===== config.mk =====
export PLATFORM = sky130hd
export DESIGN_NAME = pcpu_panel
export DESIGN_NICKNAME = d
export VERILOG_FILES = /design/src/rtl/pcpu_panel_pkg.sv /design/src/rtl/pcpu_panel_debounce.sv /design/src/rtl/pcpu_panel.sv
export SDC_FILE = /design/constraint.sdc
export NUM_CORES = 1
export LEC_CHECK = 0
export ABC_AREA = 0
export CAP_MARGIN = 30
export CORE_MARGIN = 4
export CORE_UTILIZATION = 45
export DETAILED_ROUTE_END_ITERATION = 16
export SYNTH_ARGS = -nofsm -noshare
export SYNTH_HDL_FRONTEND = slang
export SYNTH_SLANG_ARGS = --single-unit

===== constraint.sdc =====
create_clock -name clock -period 3.9 [get_ports clock]
set_input_delay 0.585 -clock clock [delete_from_list [all_inputs] [get_ports clock]]
set_output_delay 0.585 -clock clock [all_outputs]
set_load 0.05 [all_outputs]

===== src/rtl/pcpu_panel_pkg.sv =====
// Shared constants for the CPU front panel: default timing parameters,
// active-low 7-segment patterns and the hex-to-segment decoder.
package pcpu_panel_pkg;

  localparam int DEF_SCAN_DIV = 50000;
  localparam int DEF_DEB_CNT  = 250000;
  localparam int DEF_CNT_W    = 20;

  // Segment order is {g,f,e,d,c,b,a}; a 0 lights the segment.
  localparam logic [6:0] SEG_BLANK = 7'h7F;

  function automatic logic [6:0] hex_to_seg(input logic [3:0] nib);
    logic [6:0] seg;
    case (nib)
      4'h0: seg = 7'h40;
      4'h1: seg = 7'h79;
      4'h2: seg = 7'h24;
      4'h3: seg = 7'h30;
      4'h4: seg = 7'h19;
      4'h5: seg = 7'h12;
      4'h6: seg = 7'h02;
      4'h7: seg = 7'h78;
      4'h8: seg = 7'h00;
      4'h9: seg = 7'h10;
      4'hA: seg = 7'h08;
      4'hB: seg = 7'h03;
      4'hC: seg = 7'h46;
      4'hD: seg = 7'h21;
      4'hE: seg = 7'h06;
      default: seg = 7'h0E;
    endcase
    return seg;
  endfunction

endpackage


===== src/rtl/pcpu_panel_debounce.sv =====
// pcpu_debounce: 2-flop synchroniser plus counter-based debouncer for a
// W-bit word; any change of the synchronised word restarts the count.
module pcpu_debounce
  import pcpu_panel_pkg::*;
#(
  parameter int W       = 1,
  parameter int DEB_CNT = DEF_DEB_CNT,
  parameter int CNT_W   = DEF_CNT_W
) (
  input  logic         clock,
  input  logic         reset,
  input  logic [W-1:0] i_raw,
  output logic [W-1:0] o_stable
);

  localparam logic [CNT_W-1:0] CNT_LAST = CNT_W'(DEB_CNT - 1);

  logic [W-1:0]     r_sync1, r_sync2, r_last, r_stable;
  logic [CNT_W-1:0] r_cnt;
  logic             w_differ, w_restart;
  logic [CNT_W-1:0] w_cnt_eff;

  assign w_differ  = (r_sync2 != r_stable);
  // A new differing value (not the one counted last cycle) starts from zero.
  assign w_restart = (r_cnt == '0) || (r_sync2 != r_last);
  assign w_cnt_eff = w_restart ? '0 : r_cnt;

  // NOTE: every flop here uses <= so all of them sample pre-edge values together.
  always_ff @(posedge clock or posedge reset) begin
    if (reset) begin
      r_sync1  <= '0;
      r_sync2  <= '0;
      r_last   <= '0;
      r_stable <= '0;
      r_cnt    <= '0;
    end else begin
      r_sync1 <= i_raw;
      r_sync2 <= r_sync1;
      r_last  <= r_sync2;
      if (!w_differ) begin
        r_cnt <= '0;
      end else if (w_cnt_eff == CNT_LAST) begin
        r_stable <= r_sync2;
        r_cnt    <= '0;
      end else begin
        r_cnt <= w_cnt_eff + 1'b1;
      end
    end
  end

  assign o_stable = r_stable;

endmodule


===== src/rtl/pcpu_panel.sv =====
// pcpu_panel: debounced select switches and step button, plus 4-digit hex
// display scan of the CPU y word. Define PANEL_DP_SELECT_EN to show select_y on the DPs.
module pcpu_panel
  import pcpu_panel_pkg::*;
#(
  parameter int SCAN_DIV = DEF_SCAN_DIV,
  parameter int DEB_CNT  = DEF_DEB_CNT,
  parameter int CNT_W    = DEF_CNT_W
) (
  input  logic        clock,
  input  logic        reset,
  input  logic [3:0]  sw_select,
  input  logic        btn_step,
  input  logic [15:0] y,
  output logic [3:0]  select_y,
  output logic        step_pulse,
  output logic [3:0]  an,
  output logic [6:0]  seg,
  output logic        dp
);

  localparam logic [CNT_W-1:0] TICK_LAST = CNT_W'(SCAN_DIV - 1);

  logic [3:0]       w_sel;
  logic             w_btn;
  logic             w_wrap;
  logic [3:0]       w_nib;
  logic             r_btn_prev, r_step;
  logic [CNT_W-1:0] r_tick;
  logic [1:0]       r_digit;
  logic             r_first, r_wrap_d;
  logic [15:0]      r_latch;
  logic [3:0]       r_an;
  logic [6:0]       r_seg;
  logic             r_dp;

  pcpu_debounce #(.W(4), .DEB_CNT(DEB_CNT), .CNT_W(CNT_W)) u_deb_sel (
    .clock(clock), .reset(reset), .i_raw(sw_select), .o_stable(w_sel)
  );

  pcpu_debounce #(.W(1), .DEB_CNT(DEB_CNT), .CNT_W(CNT_W)) u_deb_btn (
    .clock(clock), .reset(reset), .i_raw(btn_step), .o_stable(w_btn)
  );

  always_ff @(posedge clock or posedge reset) begin
    if (reset) begin
      r_btn_prev <= 1'b0;
      r_step     <= 1'b0;
    end else begin
      r_btn_prev <= w_btn;
      r_step     <= w_btn & ~r_btn_prev;
    end
  end

  assign w_wrap = (r_tick == TICK_LAST);
  assign w_nib  = r_latch[{r_digit, 2'b00} +: 4];

  // Index/latch advance on the wrap; the display registers follow one cycle later.
  always_ff @(posedge clock or posedge reset) begin
    if (reset) begin
      r_tick   <= '0;
      r_digit  <= 2'd0;
      r_first  <= 1'b1;
      r_wrap_d <= 1'b0;
      r_latch  <= 16'h0000;
      r_an     <= 4'hF;
      r_seg    <= SEG_BLANK;
      r_dp     <= 1'b1;
    end else begin
      r_wrap_d <= w_wrap;
      if (w_wrap) begin
        r_tick  <= '0;
        r_digit <= r_digit + 2'd1;
        r_first <= 1'b0;
        if (r_first || (r_digit == 2'd3)) r_latch <= y;
      end else begin
        r_tick <= r_tick + 1'b1;
      end
      if (r_wrap_d) begin
        r_an  <= ~(4'b0001 << r_digit);
        r_seg <= hex_to_seg(w_nib);
`ifdef PANEL_DP_SELECT_EN
        r_dp  <= ~w_sel[r_digit];
`else
        r_dp  <= 1'b1;
`endif
      end
    end
  end

  assign select_y   = w_sel;
  assign step_pulse = r_step;
  assign an         = r_an;
  assign seg        = r_seg;
  assign dp         = r_dp;

endmodule

; Word-level counts from Yosys, hierarchy flattened
; Memories as Yosys holds them, arrays and structs flattened. A register that Yosys moved wholly into a read port is not among the register bits.
; Cells that the tools add are included.
[op_classes]
shift = 2
n_reduce_logical = 8
muxes = 7
bitwise = 3
addsub = 4
n_eq_ne = 8
[ops]
columns = operator, count
row1 = $mux W20, 7
row2 = $add A20 B1 Y20 const B, 3
row3 = $eq A20 B18 Y1 const B, 2
row4 = $logic_not A20 Y1, 2
row5 = $eq A20 B16 Y1 const B, 1
row6 = $shiftx A16 B5 Y4, 1
row7 = $ne A4 B4 Y1, 2
row8 = $reduce_and A2 Y1, 3
row9 = $not A4 Y4, 1
row10 = $shl A1 B2 Y4 const A, 1
row11 = $logic_or A1 B1 Y1, 3
row12 = $add A2 B1 Y2 const B, 1
row13 = $eq A2 B2 Y1 const B, 1
row14 = $ne A1 B1 Y1, 2
row15 = $and A1 B1 Y1, 1
row16 = $not A1 Y1, 1
[totals]
word_cells = 51
mem_count = 1
reg_bits = 106
out_inout_bits = 17
rom_bits = 112
[mem_list]
columns = name, depth, width, read_ports, rd_ports_with_merged_regs, wr, line_no
row1 = (name not given), 16, 7, 1, 1, 0, pcpu_panel_pkg.sv:14  ; case (nib)

; Longest topological paths before layout
[depth]
word_depth = 6
ltp_mapped = 10

; Modules after synthesis
; A second synthesis with hierarchy kept.
[hier_totals]
cells_unflattened = 482
hier_area_um2 = 5426.5
[by_module_without_submodules]
columns = mod, instances, cells_each, area_each_um2
row1 = pcpu_panel, 1, 225, 2591.2
row2 = pcpu_debounce (u_deb_sel), 1, 137, 1634.1
row3 = pcpu_debounce (u_deb_btn), 1, 120, 1201.2

; Least setup slack after synthesis
; OpenSTA, ideal clock, no wires.
[synth_timing]
path_kind = reg2reg
startpoint = reg u_deb_sel.r_sync2[1]
endpoint = reg u_deb_sel.r_cnt[10]
setup_ns = 0.132
setup_slack_ns = 1.274
t_required_ns = 3.768
arrival_ns = 2.494
n_path_buf = 1
stages_incl_launch_ff = 11
path_cell_list = dfrtp_1 -> xor2_1 -> nor4_1 -> and2_1 -> ha_1 -> nand4_1 -> nor3_1 -> a21oi_1 -> o211ai_1 -> clkbuf_1 -> nor2_1
[synth_via]
elab_chain_cells = 6
word_cells_on_any_way = 8
[synth_rtl]
columns = item, line_no
row1 = start: declaration, pcpu_panel_debounce.sv:18  ; logic [W-1:0] r_sync1, r_sync2, r_last, r_stable;
row2 = start signal: assignment, pcpu_panel_debounce.sv:38  ; r_sync2 <= r_sync1;
row3 = $ne A4 B4 Y1, pcpu_panel_debounce.sv:25  ; assign w_restart = (r_cnt == '0) || (r_sync2 != r_last);
row4 = $logic_or A1 B1 Y1, pcpu_panel_debounce.sv:25
row5 = $mux W20, pcpu_panel_debounce.sv:26  ; assign w_cnt_eff = w_restart ? '0 : r_cnt;
row6 = $add A20 B1 Y20 or $eq A20 B18 Y1 (tied branches), "pcpu_panel_debounce.sv:46, pcpu_panel_debounce.sv:42"
row7 = $mux W20, pcpu_panel_debounce.sv:42  ; end else if (w_cnt_eff == CNT_LAST) begin
row8 = $mux W20 (*), pcpu_panel_debounce.sv:40  ; if (!w_differ) begin
row9 = end signal: assignment, pcpu_panel_debounce.sv:46  ; r_cnt <= w_cnt_eff + 1'b1;
row10 = end: declaration, pcpu_panel_debounce.sv:19  ; logic [CNT_W-1:0] r_cnt;
; Every way passes the cells marked *; elsewhere a longest branch is shown, timed or not.
; A chain may end at the register's enable or synchronous reset.

; Final worst setup path
[layout_timing]
startpoint = reg u_deb_sel.r_sync2[1]
endpoint = reg u_deb_sel.r_stable[0], in the netlist u_deb_sel.o_stable[0]
[layout_via]
elab_chain_cells = 5
word_cells_on_any_way = 6
[layout_rtl]
columns = item, line_no
row1 = $ne A4 B4 Y1, pcpu_panel_debounce.sv:25
row2 = $logic_or A1 B1 Y1, pcpu_panel_debounce.sv:25
row3 = $mux W20, pcpu_panel_debounce.sv:26
row4 = $eq A20 B18 Y1, pcpu_panel_debounce.sv:42
row5 = $reduce_and A2 Y1 (no line) (*), --
row6 = end signal: assignment, pcpu_panel_debounce.sv:43  ; r_stable <= r_sync2;
row7 = end: declaration, pcpu_panel_debounce.sv:18
; Marked as above.

==> flow_summary.yaml <==
die:
  die_h_um: 117
  io_pins: 40
  rows: 39
  dieWidth_um: 117
  dieArea_mm2: 0.0137
  floorplan.initialDensity_pct: 46.4
  fp.coreArea_mm2: 0.0115
power_and_ir_drop:
  peakVddDrop_v: 0.000306
  power_per_cell_area_mw_per_mm2: 413
  p_leak_nw: 2.74
layout:
  nets: 576
  multi_input_combinational_cell_area_mm2: 0.00235
  ff_latch_area_mm2: 0.00284
  fill_cells: 1018
  diodes: 0
  drive_above_1_share_pct: 14.9
  fin_cells: 695
  area_growth_pct: 20.0
routing:
  drtAntennaViolNets: 0
  wl_per_cell_um: 14.7
  detail_route.wirelength_um: 10200
  route.detailed.drc: 0
  drt_iter0_drc: 247
  detail_route.vias_per_cell: 5.26
  route.vias.total: 3657
  drt_pass_1_iters: 4
synth:
  yosysUniqueCellTypes: 45
  synth_enable_flop_cells: 0
  syn_avg_cell_area_um2: 10.9
  postSynth.asyncResetShare_pct: 100
  yosys_most_used_dff: "sky130_fd_sc_hd__dfrtp_1"
  postSynthNetCount: 526
  postSynthCellCount: 490
  syn_area_mm2: 0.00535
  ys_ff_latch: 113
  seq_area_frac_synth_pct: 53.2
  ys_warn_count: 0
global_routing:
  antenna_found_initial: 0
  grt_max_degree: 64
  global_route_wire_length_before_repair_um: 17600
  globalRouteTotalUtil_pct: 16.7
  grt_overflow_total: 0
  via_count_of_the_first_global_routing_pass: 3670
timing:
  setup_viol_count_final: 0
  setup_repair_after_global_routing_missed_its_margin: "no"
  hold_fails_final_rpt: 0
  tightest_slew_ns: 0.752
  holdWs_ns: 0.345
  slew_headroom_pct: 49.9
  finalClockSkew_ns: 0.00707
  final_period_minus_worst_setup_slack_ns: 3.02
  slew_viol_final: 0
  clock.fmax_ghz: 0.331
  final.setup.tns_ns: 0
  min_period_over_period_pct: 77.6
critical_path:
  worst_path_max_delay_cell: "sky130_fd_sc_hd__nor4_1"
  crit_chain: "xor2_1 > nor4_1 > and2_1 > ha_1 > nand4_1 > nor3_1 > nand4_1 > mux2_2"
  ff2ff_setup_slack_ns: 0.88
  critPathArrivalTime_ns: 3.32
  endpoint_kind: "register"
  critPathMaxFanout: 5
  critPathMostFrequentCell: "sky130_fd_sc_hd__nand4_1"
  crit_required_ns: 4.19
  setup.worst_path.class: "reg2reg"
  critical_path.max_stage_delay_ns: 0.66
  timing.critical_path.from_type: "register"
clock_network:
  h-tree-depth: 4
  cts-root-to-sink-buffers: 2
  ctsHoldBuffers: 0
  cts_root_buffer: "sky130_fd_sc_hd__clkbuf_16"
  cts.repair.resized: 0
  clk_lat_worst_skew_ns: 0.41
  cts_sinks: 113
  tritoncts_buffers: 17
  cts_tree: "done"
  postCtsSetupRepairBufs: 0
  worst_setup_hold_path_clk_slew_ns: 0.05
hold_path:
  hold_class: "reg2reg"
placement:
  gp_congestion: 0.822
  dp_cells: 664
  dp_hpwl_um: 7090
  place.port_buffers: 38
run_status:
  outcome: "completed"
job:
  max-cap-violations: 0
metrics by stage:
step	utilization (%)	total power [mW]	cell area (µm²)	worst slack (ns)
6_report	55.7	2.65	6410	0.875
5_1_grt	55.7	2.76	6410	0.565
4_1_cts	55.7	2.69	6410	0.906
3_5_place_dp	51.1	1.30	5880	0.934
3_3_place_gp	51.1	1.30	5880	1.11
2_1_floorplan	-	1.26	5350	0.348
cells in the final DEF (no fill, tap or decap), types with 3 or more instances in the layout:
cell | netlist | final
sky130_fd_sc_hd__clkbuf_8 | 0 | 5
sky130_fd_sc_hd__or4_1 | 4 | 4
sky130_fd_sc_hd__and3_1 | 11 | 11
sky130_fd_sc_hd__mux2i_1 | 6 | 6
sky130_fd_sc_hd__o21ai_0 | 5 | 5
sky130_fd_sc_hd__xor2_1 | 33 | 33
sky130_fd_sc_hd__clkinv_2 | 0 | 6
sky130_fd_sc_hd__dfrtp_1 | 101 | 101
sky130_fd_sc_hd__ha_1 | 13 | 13
sky130_fd_sc_hd__clkbuf_1 | 8 | 3
sky130_fd_sc_hd__and2_1 | 5 | 5
sky130_fd_sc_hd__mux2_2 | 23 | 23
sky130_fd_sc_hd__and4_1 | 4 | 4
sky130_fd_sc_hd__nand4_1 | 14 | 14
sky130_fd_sc_hd__xnor2_1 | 31 | 31
sky130_fd_sc_hd__dfstp_2 | 12 | 12
sky130_fd_sc_hd__mux4_2 | 4 | 4
sky130_fd_sc_hd__clkdlybuf4s50_1 | 0 | 38
sky130_fd_sc_hd__buf_4 | 2 | 6
sky130_fd_sc_hd__or3_1 | 3 | 3
sky130_fd_sc_hd__nand2b_1 | 4 | 4
sky130_fd_sc_hd__nor3_1 | 11 | 11
sky130_fd_sc_hd__nor2_1 | 77 | 77
sky130_fd_sc_hd__clkbuf_16 | 0 | 17
sky130_fd_sc_hd__nor2b_1 | 3 | 3
sky130_fd_sc_hd__nand3_1 | 21 | 21
sky130_fd_sc_hd__a21oi_1 | 11 | 11
sky130_fd_sc_hd__o211ai_1 | 3 | 3
sky130_fd_sc_hd__nand2_1 | 21 | 21
sky130_fd_sc_hd__nor4_1 | 15 | 15
sky130_fd_sc_hd__inv_1 | 22 | 21
Yosys cell counts, types with 2 or more instances:
master                     count  share of area [%]
sky130_fd_sc_hd__dfstp_2      12                5.9
sky130_fd_sc_hd__dfrtp_1     101                 47
sky130_fd_sc_hd__o21ai_0       5               0.47
sky130_fd_sc_hd__nor3_1       11                1.0
sky130_fd_sc_hd__or2_2         2               0.23
sky130_fd_sc_hd__inv_1        22                1.5
sky130_fd_sc_hd__a31oi_1       2               0.23
sky130_fd_sc_hd__o21a_1        2               0.28
sky130_fd_sc_hd__and4_1        4               0.66
sky130_fd_sc_hd__xor2_1       33                5.4
sky130_fd_sc_hd__xnor2_1      31                5.1
sky130_fd_sc_hd__nand2b_1      4               0.47
sky130_fd_sc_hd__mux2_2       23                4.8
sky130_fd_sc_hd__nand3_1      21                2.0
sky130_fd_sc_hd__nor2b_1       3               0.35
sky130_fd_sc_hd__and2_1        5               0.59
sky130_fd_sc_hd__clkbuf_1      8               0.56
sky130_fd_sc_hd__nand4_1      14                1.6
sky130_fd_sc_hd__buf_4         2               0.28
sky130_fd_sc_hd__or4_4         2               0.42
sky130_fd_sc_hd__ha_1         13                3.0
sky130_fd_sc_hd__o211ai_1      3               0.42
sky130_fd_sc_hd__or3_1         3               0.35
sky130_fd_sc_hd__or4_1         4               0.56
sky130_fd_sc_hd__a21oi_1      11                1.0
sky130_fd_sc_hd__nor2_1       77                5.4
sky130_fd_sc_hd__nor4_1       15                1.8
sky130_fd_sc_hd__mux2i_1       6                1.1
sky130_fd_sc_hd__buf_6         2               0.42
sky130_fd_sc_hd__and3_1       11                1.3
sky130_fd_sc_hd__mux4_2        4                1.7
sky130_fd_sc_hd__nand2_1      21                1.5
cell families after synthesis:
logic type | Yosys count | share of synthesized area [%]
XOR/XNOR | 64 | 10.5
AND/OR/NAND/NOR | 202 | 19.1
AO/OA/AOI/OAI | 29 | 3.60
other | 1 | 0.0702
buffers and inverters | 35 | 2.90
multiplexers | 33 | 7.65
flip-flops | 113 | 53.2
adder cells (fa/ha/maj) | 13 | 3.04
registers in the layout, indices dropped and copies added (netlist names):
name	count
u_deb_sel.o_stable	4
r_tick	20
u_deb_btn.r_cnt	20
r_first	1
u_deb_btn.r_sync2	1
u_deb_btn.r_sync1	1
u_deb_btn.r_last	1
seg	7
r_btn_prev	1
an	4
step_pulse	1
u_deb_sel.r_last	4
r_wrap_d	1
r_latch	16
u_deb_sel.r_cnt	20
u_deb_sel.r_sync1	4
u_deb_sel.r_sync2	4
u_deb_btn.o_stable	1
r_digit	2
layer usage:
metal,GRT usage [%],part of all wire [%]
met2,24.9,46
met5,0,0
met3,5.35,3.6
met4,6.04,1.3
met1,23.0,49
worst max-delay path: cells and delay by family, from the launching register on:
| family | cells | cell delay (ns) |
|---|---|---|
| AND/OR/NAND/NOR | 5 | 1.72 |
| flip-flops | 1 | 0.42 |
| multiplexers | 1 | 0.39 |
| adder cells (fa/ha/maj) | 1 | 0.21 |
| XOR/XNOR | 1 | 0.16 |
power by group:
| group | internal (mW) | switching, mW |
|---|---|---|
| logic | 0.0334 | 0.0481 |
| clock network | 0.883 | 0.488 |
| registers | 1.19 | 0.00832 |
final cells by class:
type | count | area share, %
inverter | 22 | 1.33
clock inverter | 6 | 0.468
sequential | 113 | 44.3
tap | 143 | 2.79
multi-input combinational | 342 | 36.6
timing repair buffer | 44 | 6.63
clock buffer | 25 | 7.88
worst paths after layout:
check | to | cells past startpoint | from
hold reg to reg | u_deb_sel.r_sync2[0] | 0 | u_deb_sel.r_sync1[0]
hold / removal | u_deb_sel.r_sync2[0] | 0 | u_deb_sel.r_sync1[0]
setup reg to reg | u_deb_sel.o_stable[0] | 8 | u_deb_sel.r_sync2[1]
setup / recovery | u_deb_sel.o_stable[0] | 8 | u_deb_sel.r_sync2[1]
min in group asynchronous | r_btn_prev | 2 | reset
max in group asynchronous | u_deb_btn.r_cnt[12] | 4 | reset
Note: power is estimated with default switching activity, not from simulation.
